[config.mk]
export PLATFORM = sky130hd
export DESIGN_NAME = keypad_scanner
export DESIGN_NICKNAME = d
export VERILOG_FILES = /design/src/rtl/keypad_scanner.sv
export SDC_FILE = /design/constraint.sdc
export NUM_CORES = 1
export LEC_CHECK = 0
export BUFFER_PORTS_ARGS = -buffer_cell sky130_fd_sc_hd__clkbuf_2
export CAP_MARGIN = 20
export CORE_UTILIZATION = 55
export DETAILED_ROUTE_END_ITERATION = 8
export GPL_TIMING_DRIVEN = 1
export PLACE_DENSITY = 0.88
export SYNTH_ARGS = -nofsm -noshare
export SYNTH_HDL_FRONTEND = slang
export SYNTH_SLANG_ARGS = --single-unit
export TNS_END_PERCENT = 10
[constraint.sdc]
create_clock -name clock -period 5 [get_ports clock]
set_input_delay 0.75 -clock clock [delete_from_list [all_inputs] [get_ports clock]]
set_output_delay 0.75 -clock clock [all_outputs]
set_load 0.02 [all_outputs]
[src/rtl/keypad_scanner.sv]
// -----------------------------------------------------------------------------
// keypad_scanner
// Drives the four active-low column lines of a 4x4 matrix keypad one at a time,
// samples the active-low row lines at the end of each column dwell and, once
// per full sweep, classifies the 16-bit snapshot as no key / one key / several
// keys. A single key seen on DB_COUNT consecutive sweeps is accepted and
// reported as a one-cycle key_valid pulse with key_code = {col[1:0], row[1:0]};
// a release must likewise be seen on DB_COUNT consecutive sweeps.
//
// Optional feature macro: KEYPAD_AUTOREPEAT_EN
//   defined   - while a key stays accepted, a further key_valid pulse is
//               emitted every REPEAT_SWEEPS sweeps.
//   undefined - exactly one pulse per press, no repeat logic.
// -----------------------------------------------------------------------------
module keypad_scanner #(
    parameter int SCAN_DIV      = 50000,
    parameter int DB_COUNT      = 10,
    parameter int REPEAT_SWEEPS = 200
) (
    input  logic       clock,
    input  logic       resetn,
    input  logic [3:0] rows,
    output logic [3:0] cols,
    output logic [3:0] key_code,
    output logic       key_valid,
    output logic       key_held
);

    // Reject configurations the sequencer and debouncer cannot honour.
    if (SCAN_DIV < 4 || DB_COUNT < 1 || REPEAT_SWEEPS < 1) begin : g_bad_params
        $error("keypad_scanner: SCAN_DIV >= 4, DB_COUNT >= 1, REPEAT_SWEEPS >= 1 required");
    end

    localparam int DWELL_W = $clog2(SCAN_DIV);
    localparam int DB_W    = $clog2(DB_COUNT + 1);

    localparam logic [DWELL_W-1:0] DWELL_LAST = DWELL_W'(SCAN_DIV - 1);
    localparam logic [DB_W-1:0]    DB_MAX     = DB_W'(DB_COUNT);
    localparam logic [DB_W-1:0]    DB_ONE     = DB_W'(1);

    // Snapshot classes; for anything other than CLS_ONE the key field is 0 so
    // that "same candidate" is a plain equality on {class, key}.
    localparam logic [1:0] CLS_NONE  = 2'd0;
    localparam logic [1:0] CLS_ONE   = 2'd1;
    localparam logic [1:0] CLS_MULTI = 2'd2;

    typedef enum logic [0:0] {
        ST_IDLE    = 1'b0,
        ST_PRESSED = 1'b1
    } state_t;

    // Count the set bits of a sweep snapshot and map them to a class.
    function automatic logic [1:0] snap_class(input logic [15:0] snap);
        logic [4:0] ones;
        ones = 5'd0;
        for (int i = 0; i < 16; i++) begin
            ones = ones + {4'd0, snap[i]};
        end
        if (ones == 5'd0) begin
            snap_class = CLS_NONE;
        end else if (ones == 5'd1) begin
            snap_class = CLS_ONE;
        end else begin
            snap_class = CLS_MULTI;
        end
    endfunction

    // Index of the highest set bit; only meaningful when exactly one is set.
    function automatic logic [3:0] snap_key(input logic [15:0] snap);
        snap_key = 4'd0;
        for (int i = 0; i < 16; i++) begin
            snap_key = snap[i] ? 4'(i) : snap_key;
        end
    endfunction

    logic [3:0]         rows_meta_r;
    logic [3:0]         rows_sync_r;
    logic [DWELL_W-1:0] dwell_cnt_r;
    logic [1:0]         col_idx_r;
    logic [3:0]         cols_r;
    logic [11:0]        snapshot_r;
    logic [1:0]         prev_cls_r;
    logic [3:0]         prev_key_r;
    logic [DB_W-1:0]    stable_cnt_r;
    state_t             state_r;
    state_t             state_nxt_s;
    logic [3:0]         key_code_r;
    logic               key_valid_r;
    logic               key_held_r;

    logic               last_dwell_s;
    logic               sweep_end_s;
    logic [15:0]        sweep_snap_s;
    logic [1:0]         cand_cls_s;
    logic [3:0]         cand_key_s;
    logic               same_cand_s;
    logic [DB_W-1:0]    cnt_nxt_s;
    logic               accept_s;
    logic               release_s;
    logic               repeat_s;

    // Two-flop synchronizer for the asynchronous row lines (idle = all high).
    always_ff @(posedge clock) begin
        if (!resetn) begin
            rows_meta_r <= 4'hF;
            rows_sync_r <= 4'hF;
        end else begin
            rows_meta_r <= rows;
            rows_sync_r <= rows_meta_r;
        end
    end

    assign last_dwell_s = (dwell_cnt_r == DWELL_LAST);
    assign sweep_end_s  = last_dwell_s && (col_idx_r == 2'd3);

    // Column sequencer: dwell counter plus one-cold column rotation.
    always_ff @(posedge clock) begin
        if (!resetn) begin
            dwell_cnt_r <= {DWELL_W{1'b0}};
            col_idx_r   <= 2'd0;
            cols_r      <= 4'b1110;
        end else if (last_dwell_s) begin
            dwell_cnt_r <= {DWELL_W{1'b0}};
            col_idx_r   <= col_idx_r + 2'd1;
            cols_r      <= {cols_r[2:0], cols_r[3]};
        end else begin
            dwell_cnt_r <= dwell_cnt_r + DWELL_W'(1);
        end
    end

    // Capture columns 0..2 into the snapshot; column 3 is consumed live.
    always_ff @(posedge clock) begin
        if (!resetn) begin
            snapshot_r <= 12'h000;
        end else if (last_dwell_s) begin
            case (col_idx_r)
                2'd0:    snapshot_r[3:0]  <= ~rows_sync_r;
                2'd1:    snapshot_r[7:4]  <= ~rows_sync_r;
                2'd2:    snapshot_r[11:8] <= ~rows_sync_r;
                default: snapshot_r       <= snapshot_r;
            endcase
        end else begin
            snapshot_r <= snapshot_r;
        end
    end

    // Classify the complete sweep (column 3 taken straight from the synchronizer).
    always_comb begin
        sweep_snap_s = {~rows_sync_r, snapshot_r};
        cand_cls_s   = snap_class(sweep_snap_s);
        if (cand_cls_s == CLS_ONE) begin
            cand_key_s = snap_key(sweep_snap_s);
        end else begin
            cand_key_s = 4'd0;
        end
        same_cand_s = (cand_cls_s == prev_cls_r) && (cand_key_s == prev_key_r);
        if (!same_cand_s) begin
            cnt_nxt_s = DB_ONE;
        end else if (stable_cnt_r == DB_MAX) begin
            cnt_nxt_s = DB_MAX;
        end else begin
            cnt_nxt_s = stable_cnt_r + DB_ONE;
        end
    end

    // Press/release decisions, taken only at sweep end.
    always_comb begin
        state_nxt_s = state_r;
        accept_s    = 1'b0;
        release_s   = 1'b0;
        case (state_r)
            ST_IDLE: begin
                if (sweep_end_s && (cand_cls_s == CLS_ONE) && (cnt_nxt_s == DB_MAX)) begin
                    state_nxt_s = ST_PRESSED;
                    accept_s    = 1'b1;
                end else begin
                    state_nxt_s = ST_IDLE;
                end
            end
            ST_PRESSED: begin
                if (sweep_end_s && (cand_cls_s == CLS_NONE) && (cnt_nxt_s == DB_MAX)) begin
                    state_nxt_s = ST_IDLE;
                    release_s   = 1'b1;
                end else begin
                    state_nxt_s = ST_PRESSED;
                end
            end
            default: begin
                state_nxt_s = ST_IDLE;
            end
        endcase
    end

    // State register.
    always_ff @(posedge clock) begin
        if (!resetn) begin
            state_r <= ST_IDLE;
        end else begin
            state_r <= state_nxt_s;
        end
    end

    // Sweep-to-sweep debounce history; a state change restarts the count
    // with the current sweep as the first one.
    always_ff @(posedge clock) begin
        if (!resetn) begin
            prev_cls_r   <= CLS_NONE;
            prev_key_r   <= 4'd0;
            stable_cnt_r <= {DB_W{1'b0}};
        end else if (sweep_end_s) begin
            prev_cls_r   <= cand_cls_s;
            prev_key_r   <= cand_key_s;
            stable_cnt_r <= (accept_s || release_s) ? DB_ONE : cnt_nxt_s;
        end else begin
            prev_cls_r   <= prev_cls_r;
            prev_key_r   <= prev_key_r;
            stable_cnt_r <= stable_cnt_r;
        end
    end

`ifdef KEYPAD_AUTOREPEAT_EN
    localparam int REP_W = $clog2(REPEAT_SWEEPS + 1);
    localparam logic [REP_W-1:0] REP_MAX = REP_W'(REPEAT_SWEEPS);

    logic [REP_W-1:0] rep_cnt_r;
    logic [REP_W-1:0] rep_nxt_s;

    // Count sweeps spent pressed; every REPEAT_SWEEPS of them fire a repeat.
    always_comb begin
        rep_nxt_s = rep_cnt_r;
        repeat_s  = 1'b0;
        if ((state_r != ST_PRESSED) || release_s) begin
            rep_nxt_s = {REP_W{1'b0}};
        end else if (sweep_end_s) begin
            if ((rep_cnt_r + REP_W'(1)) == REP_MAX) begin
                rep_nxt_s = {REP_W{1'b0}};
                repeat_s  = 1'b1;
            end else begin
                rep_nxt_s = rep_cnt_r + REP_W'(1);
            end
        end else begin
            rep_nxt_s = rep_cnt_r;
        end
    end

    // Repeat counter register.
    always_ff @(posedge clock) begin
        if (!resetn) begin
            rep_cnt_r <= {REP_W{1'b0}};
        end else begin
            rep_cnt_r <= rep_nxt_s;
        end
    end
`else
    assign repeat_s = 1'b0;
`endif

    // Registered outputs: pulse and held flag land the cycle after sweep end.
    always_ff @(posedge clock) begin
        if (!resetn) begin
            key_code_r  <= 4'd0;
            key_valid_r <= 1'b0;
            key_held_r  <= 1'b0;
        end else begin
            key_code_r  <= accept_s ? cand_key_s : key_code_r;
            key_valid_r <= accept_s || repeat_s;
            key_held_r  <= (state_nxt_s == ST_PRESSED);
        end
    end

    assign cols      = cols_r;
    assign key_code  = key_code_r;
    assign key_valid = key_valid_r;
    assign key_held  = key_held_r;

endmodule

==> results.cfg <==
[outcome]
status = finished with violations
violations = negative setup slack

[power_and_ir_drop]
p_leak_nw = 1.43
peakVddDrop_mv = 0.283
pwr_density_cell_nw_per_um2 = 290

[clocking]
cts_tree = done
clkSinkCount = 58
cts_buffers = 9
htree_num_levels = 3
clk_pin_slew_worst_paths_ns = 0.07
clockBufferDepth = 2
hold_buffers = 0
clk_latency_ns = 0.34
root_buffer = clkbuf_8

[setup_path]
cp_max_fo = 6
cp-start-kind = register
end_kind = register
critical_path_class = reg2reg
crit_required_ns = 5.27
crit_arrival_ns = 5.32

[route]
drtIter0Drc = 181
wl_um = 6530
post_drt_wl_per_cell_um = 14.4
drt-pass1-iter-count = 5
drc = 0
wl_met2_um = 3200
detail_route.vias_per_cell = 5.78
route.met3.wl_um = 393
wl_met1_um = 2710
final_antenna_net_count = 0
top_layer = met4
vias = 2618

[cells_and_area]
layout_common_cells = dfxtp_1, nor2_1, inv_1
drive_gt1_share_pct = 17.2
fin_nets = 406
final_core_util_pct = 68.3
n_antenna_cell = 0
layout_commonest_cell = dfxtp_1
synthToLayoutAreaGrowth_pct = 16.5

[placement]
gp_congestion = 0.903
dp_slack_ns = -0.136
dp_hpwl_um = 4420
port_buffers = 15

[global_routing]
grt_pass1_vias = 2455
antenna_found_initial = 0
grt_max_degree = 31
grt_pass1_wl_um = 11100
grt.overflow.total = 0
grtUsageTotal_pct = 24.1

[synth]
async_reset_ff_share_pct = 0
ys_seq_elements = 58
syn_area_um2 = 3070
syn-instance-count = 351
synth_fp_nets = 379
yosysWarnings = 0
ys_types = 50
synth-edff-count = 0
synth_seq_area_share_pct = 37.8
syn-mean-instance-area_um2 = 8.74
ys.flop_type = dfxtp_1

[job]
cap_violations = 0

[timing]
setup_violations = 7
slew_violations = 0
fin_ws_ns = -0.0550
final_hold_viol_count = 0
rsz0062_at_grt = yes
fmax_mhz = 198
timing.final.crit_share_pct = 101
finalClockSkew_ns = 0.00681
worstMarginPinSlew_ns = 0.979
finalSetupTns_ns = -0.256
relSlewSlack_pct = 34.7
fin_crit_ns = 5.05

[floorplan]
fp.coreArea_um2 = 5240
die_w_um = 76.7
ios = 16
num_rows = 26
dieArea_um2 = 5880
die_h_um = 76.7
start_util_pct = 58.6

[min_path]
hold_path.class = reg2reg
-- registers in the layout, indices dropped and copies added (netlist names) --
signal,count
col_idx_r,2
cols,4
dwell_cnt_r,16
key_code,4
key_held,1
key_valid,1
prev_cls_r,2
prev_key_r,4
rows_meta_r,4
rows_sync_r,4
snapshot_r,12
stable_cnt_r,4
-- worst max-delay path, stage by stage, from the launching register on --
cell       delay, ns
dfxtp_2         0.33
fa_1            0.55
inv_2           0.04
fa_1            0.51
inv_2           0.04
fa_1            0.51
inv_2           0.04
fa_1            0.49
inv_2           0.05
ha_4            0.15
fa_1            0.50
or3_4           0.35
or4_1           0.41
a211o_1         0.36
o2bb2ai_4       0.18
or3_4           0.35
a21oi_2         0.13
-- power by group --
group          total [W]  switching (W)  internal (W)  leakage (nW)
combinational  0.0000805      0.0000466     0.0000338         0.855
clock           0.000485       0.000201      0.000284         0.106
sequential      0.000470     0.00000317      0.000467         0.470
-- area by class of cell --
type / count / area (um2)
Tap cell: 70 / 87.6
Clock buffer: 9 / 124
Sequential cell: 58 / 1160
Timing Repair Buffer: 30 / 191
Fill cell: 378 / 1660
Multi-Input combinational cell: 251 / 1800
Clock inverter: 7 / 101
Inverter: 28 / 105
-- worst paths after layout --
check	slack [ns]	from	cells past startpoint	endpoint
setup / recovery	-0.05	snapshot_r[0]	16	key_code[3]
hold reg to reg	0.41	rows_meta_r[2]	1	rows_sync_r[2]
hold / removal	0.41	rows_meta_r[2]	1	rows_sync_r[2]
setup reg to reg	-0.05	snapshot_r[0]	16	key_code[3]
-- cell families (layout without fill, tap and decap cells) --
| kind of cell | after synthesis | in the layout | share of synthesized area, % |
|---|---|---|---|
| buffers and inverters | 42 | 74 | 5.14 |
| AO/OA/AOI/OAI | 54 | 54 | 11.7 |
| multiplexers | 9 | 9 | 2.98 |
| adder cells (fa/ha/maj) | 22 | 22 | 11.4 |
| AND/OR/NAND/NOR | 150 | 150 | 26.3 |
| XOR/XNOR | 16 | 16 | 4.57 |
| flip-flops | 58 | 58 | 37.8 |
-- cell usage after synthesis (all sizes together) (2+ instances only) --
library cell / n / area (um2)
nand4: 5 / 31.3
a31oi: 3 / 18.8
nor2b: 4 / 25.0
nand3b: 2 / 15.0
nand2: 20 / 77.6
dfxtp: 58 / 1160
xnor2: 9 / 78.8
nor3: 9 / 45.0
nand2b: 12 / 75.1
or3: 7 / 43.8
ha: 12 / 150
xor2: 7 / 61.3
nor4: 4 / 46.3
and3: 8 / 50.1
fa: 10 / 200
nand3: 14 / 75.1
nor2: 46 / 173
and2: 6 / 37.5
or4: 5 / 41.3
mux2i: 8 / 80.1
a21oi: 15 / 75.1
o21ai: 8 / 40.0
o22ai: 2 / 12.5
clkbuf: 14 / 52.6
a211oi: 14 / 105
a211o: 2 / 17.5
inv: 28 / 105
nand4b: 2 / 17.5
-- per-stage QoR --
stage | hold WS (ns) | instance area, um2 | total power, W | std cells
2_1_floorplan | 0.386 | 3070 | 0.000525 | 351
3_3_place_gp | 0.394 | 3280 | 0.000545 | 436
3_5_place_dp | 0.391 | 3280 | 0.000548 | 436
4_1_cts | 0.408 | 3520 | 0.00103 | 452
5_1_grt | 0.438 | 3570 | 0.00107 | 453
6_report | 0.407 | 3570 | 0.00104 | 453
-- metal layers --
| metal | track usage [%] | vias up |
|---|---|---|
| met3 | 5.12 | 25 |
| met2 | 40.5 | 103 |
| met4 | 13.8 | 0 |
| met1 | 28.3 | 1228 |
| met5 | 0 | - |
| li1 | - | 1262 |
-- timing repair --
item                       in CTS  in global routing
resized for setup               3                 15
pin swaps                       2                 12
cloned                          0                  0
setup endpoints to repair       9                 10
buffers inserted                0                  1
hold endpoints to repair        0                  0
Power figures use the tool's default switching activity.
